--- config.mk ---
export PLATFORM = sky130hd
export DESIGN_NAME = bus_controller_n
export DESIGN_NICKNAME = d
export VERILOG_FILES = /design/src/rtl/bus_controller_n.sv
export SDC_FILE = /design/constraint.sdc
export NUM_CORES = 1
export LEC_CHECK = 0
export CAP_MARGIN = 10
export CORE_AREA = 2 2 248 250
export CTS_CLUSTER_DIAMETER = 30
export CTS_CLUSTER_SIZE = 8
export DETAILED_ROUTE_END_ITERATION = 10
export DIE_AREA = 0 0 250 252
export GPL_ROUTABILITY_DRIVEN = 0
export GPL_TIMING_DRIVEN = 0
export SLEW_MARGIN = 10
export SYNTH_ARGS = -nofsm -noshare
export SYNTH_HDL_FRONTEND = slang
export SYNTH_SLANG_ARGS = --single-unit
--- constraint.sdc ---
create_clock -name clock -period 3.7 [get_ports clock]
set_input_delay 0.555 -clock clock [delete_from_list [all_inputs] [get_ports clock]]
set_output_delay 0.555 -clock clock [all_outputs]
set_load 0.05 [all_outputs]
--- src/rtl/bus_controller_n.sv ---
`default_nettype none
// ============================================================================
// bus_controller_n : round-robin shared-bus controller with grant hold and
//                    transfer-timeout watchdog.          Revision: 1.0
// ============================================================================
module bus_controller_n #(
    parameter int MASTER_COUNT       = 4,
    parameter int SLAVE_COUNT        = 8,
    parameter int ADDRESS_WIDTH      = 30,
    parameter int DATA_WIDTH         = 32,
    parameter int SLAVE_SELECT_WIDTH = 3,
    parameter int TIMEOUT_CYCLES     = 255
) (
    input  logic                                clock,
    input  logic                                reset,
    input  logic [MASTER_COUNT-1:0]             master_request_,
    input  logic [MASTER_COUNT*ADDRESS_WIDTH-1:0] master_address,
    input  logic [MASTER_COUNT-1:0]             master_address_strobe_,
    input  logic [MASTER_COUNT-1:0]             master_read_write,
    input  logic [MASTER_COUNT*DATA_WIDTH-1:0]  master_write_data,
    output logic [MASTER_COUNT-1:0]             master_grant_,
    output logic [DATA_WIDTH-1:0]               master_read_data,
    output logic                                master_ready_,
    output logic                                master_error_,
    output logic [ADDRESS_WIDTH-1:0]            slave_address,
    output logic                                slave_address_strobe_,
    output logic                                slave_read_write,
    output logic [DATA_WIDTH-1:0]               slave_write_data,
    output logic [SLAVE_COUNT-1:0]              slave_chip_select_,
    input  logic [SLAVE_COUNT*DATA_WIDTH-1:0]   slave_read_data,
    input  logic [SLAVE_COUNT-1:0]              slave_ready_
);

    localparam int OWNER_WIDTH = $clog2(MASTER_COUNT);
    localparam int COUNT_WIDTH = (TIMEOUT_CYCLES > 0) ? $clog2(TIMEOUT_CYCLES + 1) : 1;

    localparam logic [0:0] IDLE  = 1'b0;
    localparam logic [0:0] OWNED = 1'b1;

    logic [0:0]                    state;
    logic [0:0]                    state_next;
    logic [OWNER_WIDTH-1:0]        owner;
    logic [OWNER_WIDTH-1:0]        owner_next;
    logic [OWNER_WIDTH-1:0]        scan_owner;
    logic [OWNER_WIDTH-1:0]        candidate;
    logic                          scan_found;
    logic [MASTER_COUNT-1:0]       grant_next;
    logic                          pending;
    logic [COUNT_WIDTH-1:0]        count;
    logic [SLAVE_SELECT_WIDTH-1:0] select_index;
    logic                          selected_ready_;
    logic [DATA_WIDTH-1:0]         selected_data;
    logic                          timeout_fire;

    // Circular search starting just after the current owner; the owner itself is last.
    always_comb begin
        scan_found = 1'b0;
        scan_owner = owner;
        candidate  = owner;
        for (int k = 1; k <= MASTER_COUNT; k++) begin
            candidate = OWNER_WIDTH'((int'(owner) + k) % MASTER_COUNT);
            if (!scan_found && !master_request_[candidate]) begin
                scan_found = 1'b1;
                scan_owner = candidate;
            end
        end
    end

    always_comb begin
        state_next = state;
        owner_next = owner;
        if (state == IDLE) begin
            if (scan_found) begin
                state_next = OWNED;
                owner_next = scan_owner;
            end
        end else if (master_request_[owner] && !pending) begin
            if (scan_found) begin
                owner_next = scan_owner;
            end else begin
                state_next = IDLE;
            end
        end
        for (int i = 0; i < MASTER_COUNT; i++) begin
            grant_next[i] = !((state_next == OWNED) && (owner_next == OWNER_WIDTH'(i)));
        end
    end

    always_ff @(posedge clock or posedge reset) begin
        if (reset) begin
            state         <= IDLE;
            owner         <= OWNER_WIDTH'(MASTER_COUNT - 1);
            master_grant_ <= '1;
            pending       <= 1'b0;
            count         <= '0;
        end else begin
            state         <= state_next;
            owner         <= owner_next;
            master_grant_ <= grant_next;
            // A completing transfer always wins over a new strobe in the same cycle.
            if (!master_ready_) begin
                pending <= 1'b0;
            end else if ((state == OWNED) && !slave_address_strobe_) begin
                pending <= 1'b1;
            end
            if (!master_ready_) begin
                count <= '0;
            end else if ((TIMEOUT_CYCLES > 0) && pending && selected_ready_) begin
                count <= count + COUNT_WIDTH'(1);
            end
        end
    end

    always_comb begin
        slave_address          = '0;
        slave_address_strobe_  = 1'b1;
        slave_read_write       = 1'b1;
        slave_write_data       = '0;
        if (state == OWNED) begin
            for (int i = 0; i < MASTER_COUNT; i++) begin
                if (owner == OWNER_WIDTH'(i)) begin
                    slave_address         = master_address[i*ADDRESS_WIDTH +: ADDRESS_WIDTH];
                    slave_address_strobe_ = master_address_strobe_[i];
                    slave_read_write      = master_read_write[i];
                    slave_write_data      = master_write_data[i*DATA_WIDTH +: DATA_WIDTH];
                end
            end
        end
    end

    assign select_index = slave_address[ADDRESS_WIDTH-1 -: SLAVE_SELECT_WIDTH];

    // Indices beyond SLAVE_COUNT match no slave and leave the bus unanswered.
    always_comb begin
        slave_chip_select_ = '1;
        selected_ready_    = 1'b1;
        selected_data      = '0;
        if (state == OWNED) begin
            for (int s = 0; s < SLAVE_COUNT; s++) begin
                if (select_index == SLAVE_SELECT_WIDTH'(s)) begin
                    slave_chip_select_[s] = 1'b0;
                    selected_ready_       = slave_ready_[s];
                    selected_data         = slave_read_data[s*DATA_WIDTH +: DATA_WIDTH];
                end
            end
        end
    end

    assign timeout_fire     = (TIMEOUT_CYCLES > 0) && pending &&
                              (count == COUNT_WIDTH'(TIMEOUT_CYCLES));
    assign master_ready_    = selected_ready_ & ~timeout_fire;
    assign master_error_    = ~(timeout_fire & selected_ready_);
    assign master_read_data = (timeout_fire && selected_ready_) ? '0 : selected_data;

endmodule
`default_nettype wire

# Yosys cells after proc, flatten, opt, wreduce, memory -nomap -nowiden
# Cells that the tools add are included.
# W data, S select, Z words.
[classes]
n_addsub = 5
mul = 0
div = 0
n_lt_le_gt_ge = 5
n_eq_ne = 16
shifts = 0
mux = 76
bitwise_logic = 4
reduce_logical = 26
[op_table]
columns = ["cell", "count"]
rows = [
  ["$mux W32", 15],
  ["$mux W30", 5],
  ["$mux W1", 41],
  ["$mux W8", 3],
  ["$lt A2 B3 Y1 const B", 5],
  ["$mux W2", 7],
  ["$eq A3 B3 Y1 const B", 4],
  ["$logic_and A1 B1 Y1", 12],
  ["$logic_not A1 Y1", 11],
  ["$bmux W1 S2", 5],
  ["$add A8 B1 Y8 const B", 1],
  ["$eq A2 B2 Y1 const B", 4],
  ["$eq A8 B8 Y1 const B", 1],
  ["$eq A3 B2 Y1 const B", 2],
  ["$add A2 B1 Y2 const B", 2],
  ["$add A2 B2 Y2 const B", 2],
  ["$eq A2 B1 Y1 const B", 2],
  ["$logic_not A2 Y1", 2],
  ["$ne A2 B1 Y1 const B", 2],
  ["$eq A3 B1 Y1 const B", 1],
  ["$logic_not A3 Y1", 1],
  ["$and A1 B1 Y1", 2],
  ["$not A1 Y1", 2],
]
[word_totals]
reg_bits = 16
latchBits = 0
ram_bits = 0
rom_bits = 0
input_bits = 526
output_inout_bits = 110
wordCells = 137
mem_count = 0

# Depth between registers and ports, before layout
# Gate-level depths: netlist of the first run.
[logic_depth]
word_depth = 19
depth_mapped = 12
mapped_depth_nobuf = 9

# Worst setup path after synthesis of the first run
# No wires, ideal clock.
[synth_timing]
kind = "register to output"
from = "register owner[1]"
to = "output master_read_data[21]"
arrival_ps = 4351
required_time_ps = 3145
path_slack_ps = -1206
path_stages_with_launch = 12
n_path_buf = 3
path_cell_list = "dfstp_2 -> clkbuf_1 -> inv_1 -> ha_1 -> buf_2 -> a211o_1 -> o211ai_2 -> buf_2 -> nand3_2 -> nor2_1 -> a2111oi_0 -> a2111oi_1"
[synth_between]
elab_chain_len = 18
word_cells_on_any_way = 37
classes_between = "10 x eq/ne; 24 x mux; 3 x reduce/logical"
[synth_lines]
columns = ["element", "line", "source"]
rows = [
  ["start: declaration", "42", "logic [OWNER_WIDTH-1:0] owner;"],
  ["start signal: assignment", "92", "owner <= OWNER_WIDTH'(MASTER_COUNT - 1);"],
  ["start signal: assignment", "98", "owner <= owner_next;"],
  ["$logic_not A2 Y1", "121", "if (owner == OWNER_WIDTH'(i)) begin"],
  ["$mux W30 (3 in series)", "121", ""],
  ["$mux W30 (*)", "121", ""],
  ["$mux W30 (*)", "119", "if (state == OWNED) begin"],
  ["$logic_not A3 Y1", "140", "if (select_index == SLAVE_SELECT_WIDTH'(s)) begin"],
  ["$mux W1 (8 in series)", "140", ""],
  ["$mux W1", "138", "if (state == OWNED) begin"],
  ["$logic_and A1 B1 Y1", "153", "assign master_read_data = (timeout_fire && selected_ready_) ? '0 : selected_data;"],
  ["$mux W32 (*)", "153", ""],
  ["end: declaration", "22", "output logic [DATA_WIDTH-1:0] master_read_data,"],
]
# Every way passes the cells marked *; elsewhere a longest branch is shown, timed or not.

# Final worst setup path of the first run
[layout_timing]
from = "register owner[1]"
to = "output master_read_data[26]"
# Same word-level chain as after synthesis.

==> flow_summary.json, run 1 <==
{
  "die_area_um2": 63000,
  "cp_max_fo": 7,
  "grtUsageTotal": 0.170,
  "yosysMostFrequentCell": "nand2_1",
  "worstReg2RegStart": "owner[1]",
  "cts.htree.levels": 1,
  "synth_common_cells": "nand2_1 (161), a21oi_1 (136), clkbuf_1 (81), nand3_1 (64)",
  "cts_tree": "built",
  "core_um2": 60100,
  "end_kind": "output pin",
  "routedWlPerCell_um": 23.8,
  "hold_class": "flop to flop",
  "cts.sinks": 16,
  "fin_ws_ns": -0.426,
  "yosys_register_bits": 16,
  "cts_buffers": 3,
  "dieWidth_um": 250,
  "synth_cell_type_count": 65,
  "timing.rr.end": "count[5]",
  "vias_per_cell": 4.63,
  "pre_cts_slack_ns": -1.69,
  "hold_viol": 0,
  "grt_pass1_vias": 11535,
  "wirelength_um": 58000,
  "numPortBuffers": 635,
  "yosysSeqAreaShare": 0.0657,
  "cp-start-kind": "flop",
  "regToRegSetupSlack_ns": 0.79,
  "layout-drive-gt1-share": 0.233,
  "clk_pin_slew_ns": 0.05,
  "rsz0062_at_grt": "yes",
  "worst_ep_required_time_ns": 3.14,
  "grt_pass1_wl_um": 79300,
  "synth.top_cell.area_share": 0.110,
  "row_count": 90,
  "finClkSkew_ns": 0.00178,
  "yosysWarningCount": 0,
  "antenna_found_initial": 9,
  "drc": 0,
  "timing.slew.headroom": 0.156,
  "finalSetupViolCount": 34,
  "drv_slew": 0,
  "worst_slew_pin_slew_ns": 1.27,
  "grt.overflow.total": 0,
  "synth.cell_area_um2": 6210,
  "violations": "setup timing",
  "start_util": 0.103,
  "ant_nets": 0,
  "post-route-min-period_ns": 4.13,
  "startpoint": "owner[1]",
  "num-fill-cells": 6550,
  "holdPathEnd": "count[5]",
  "synthesis.nets": 1502,
  "outcome": "complete, but fails checks",
  "cts_root_buf": "clkbuf_16",
  "async_reset_ff_frac": 1.00,
  "min_period_over_period": 1.12,
  "vias": 11294,
  "synth_edf_count": 0,
  "layout.cells.non_filler": 2440,
  "area_growth_syn_to_layout_pct": 147,
  "worstHoldStart": "count[5]",
  "synthCells": 971,
  "synth_area_leaders": "a21oi_1 (11%), nand2_1 (9.7%), a221oi_1 (8.0%)",
  "holdWs_ns": 0.592,
  "synth_ff_type": "dfrtp_1",
  "cts_max_path_buffers": 2,
  "crit_type": "flop to output pin",
  "hold_depth": 2,
  "synth.avg_cell_area_um2": 6.40,
  "fin_nets": 2188,
  "drv_cap": 0,
  "arrival_ns": 3.57,
  "first_pass_iters": 7,
  "clock.fmax_mhz": 242,
  "fin_util": 0.255,
  "fp.dieH_um": 252,
  "synth_top_cell_by_area": "a21oi_1",
  "grt_max_degree": 17,
  "r2r_cells": 12,
  "clock_latency_ns": 0.25,
  "dp_cells": 2388,
  "hpwl_um": 49000,
  "io-pin-count": 636,
  "drt-initial-drc-count": 852
}
[worst max path at each step]
stage	endpoint	slack, ns	depth (start not counted)
final	master_read_data[26]	-0.43	13
after global routing	master_read_data[25]	-0.49	15
after CTS	master_read_data[26]	-0.40	13
after detailed placement	master_read_data[6]	-1.69	13
after global placement	master_read_data[6]	-1.69	10
after floorplan	master_read_data[23]	-0.21	11
[state kept, by name, summed over array words and instances, names as in the netlist]
register,count
count,8
master_grant_,4
owner,2
pending,1
state,1
[worst max-delay path: stages (launching register included)]
cell,delay (ns)
dfstp_2,0.56
buf_8,0.11
inv_6,0.03
ha_4,0.18
nand3b_1,0.25
a211oi_4,0.33
buf_12,0.17
buf_8,0.11
mux2i_4,0.25
a311oi_4,0.15
a31o_4,0.34
buf_12,0.19
a221oi_4,0.40
buf_6,0.22
[per-stage QoR]
step	cell area, um2	setup TNS [ns]
floorplan	6770	-3.26
global placement	14100	-97.44
detailed placement	14100	-95.55
CTS	15000	-11.58
global route	15400	-14.11
finish	15400	-10.76
[per-layer routing]
metal / up-vias / track usage / part of all wire
met5: - / 0 / 0.00091
met4: 8 / 0.0648 / 0.041
met3: 109 / 0.0386 / 0.083
met2: 679 / 0.290 / 0.48
met1: 5438 / 0.206 / 0.40
li1: 5060 / - / -
[what timing repair did]
item / in CTS / in global routing
setup endpoints to repair: 106 / 103
pin swaps: 24 / 30
resized for setup: 553 / 159
setup buffers: 25 / 18
gates cloned: 2 / 3
hold buffers: 0 / 0
[final cells by class]
type / instances / area, um2 / area share
inverter: 56 / 226 / 0.0147
antenna: 2 / 5.00 / 0.000326
tap: 782 / 978 / 0.0637
multi-input combinational: 787 / 6080 / 0.396
buffer: 112 / 787 / 0.0512
timing repair buffer: 681 / 6800 / 0.443
sequential: 16 / 408 / 0.0266
clock buffer: 4 / 78.8 / 0.00513
[logic make-up after synthesis]
logic type                 after synthesis  synth area share
AOI/OAI and AO/OA                      409             0.473
adders and majority gates                5            0.0101
buffers and inverters                  169             0.110
xor gates and xnor gates                 8            0.0113
and+or+nand+nor                        316             0.242
muxes                                   48            0.0872
DFF                                     16            0.0657
[cell usage in the layout (no fill, tap or decap), drive strengths merged, types with 9 or more instances in the layout]
cell           count
and2              19
inv               55
nand3             66
nand2            163
nor4               9
a41o              13
a221oi            66
a21o              13
a2111oi           14
o21ai             59
a211o             43
o32ai             12
nor2              11
nor3              15
buf              122
a21oi            138
o21a              12
o2bb2ai           14
and3              14
mux2              39
clkdlybuf4s50    530
dfrtp             10
clkdlybuf4s15     31
clkbuf           107
Power of run 1 is left out: the tool's default activity adds up to more than one toggle a clock period on the data nets, which glitch-free logic cannot reach.
==> run 2, diff against run 1 <==
CTS_CLUSTER_SIZE = 20   (was 8)
==> results of run 2 <==
Final layout, timing and power as in run 1 (identical DEF).
Power of run 2 is left out for the same reason.
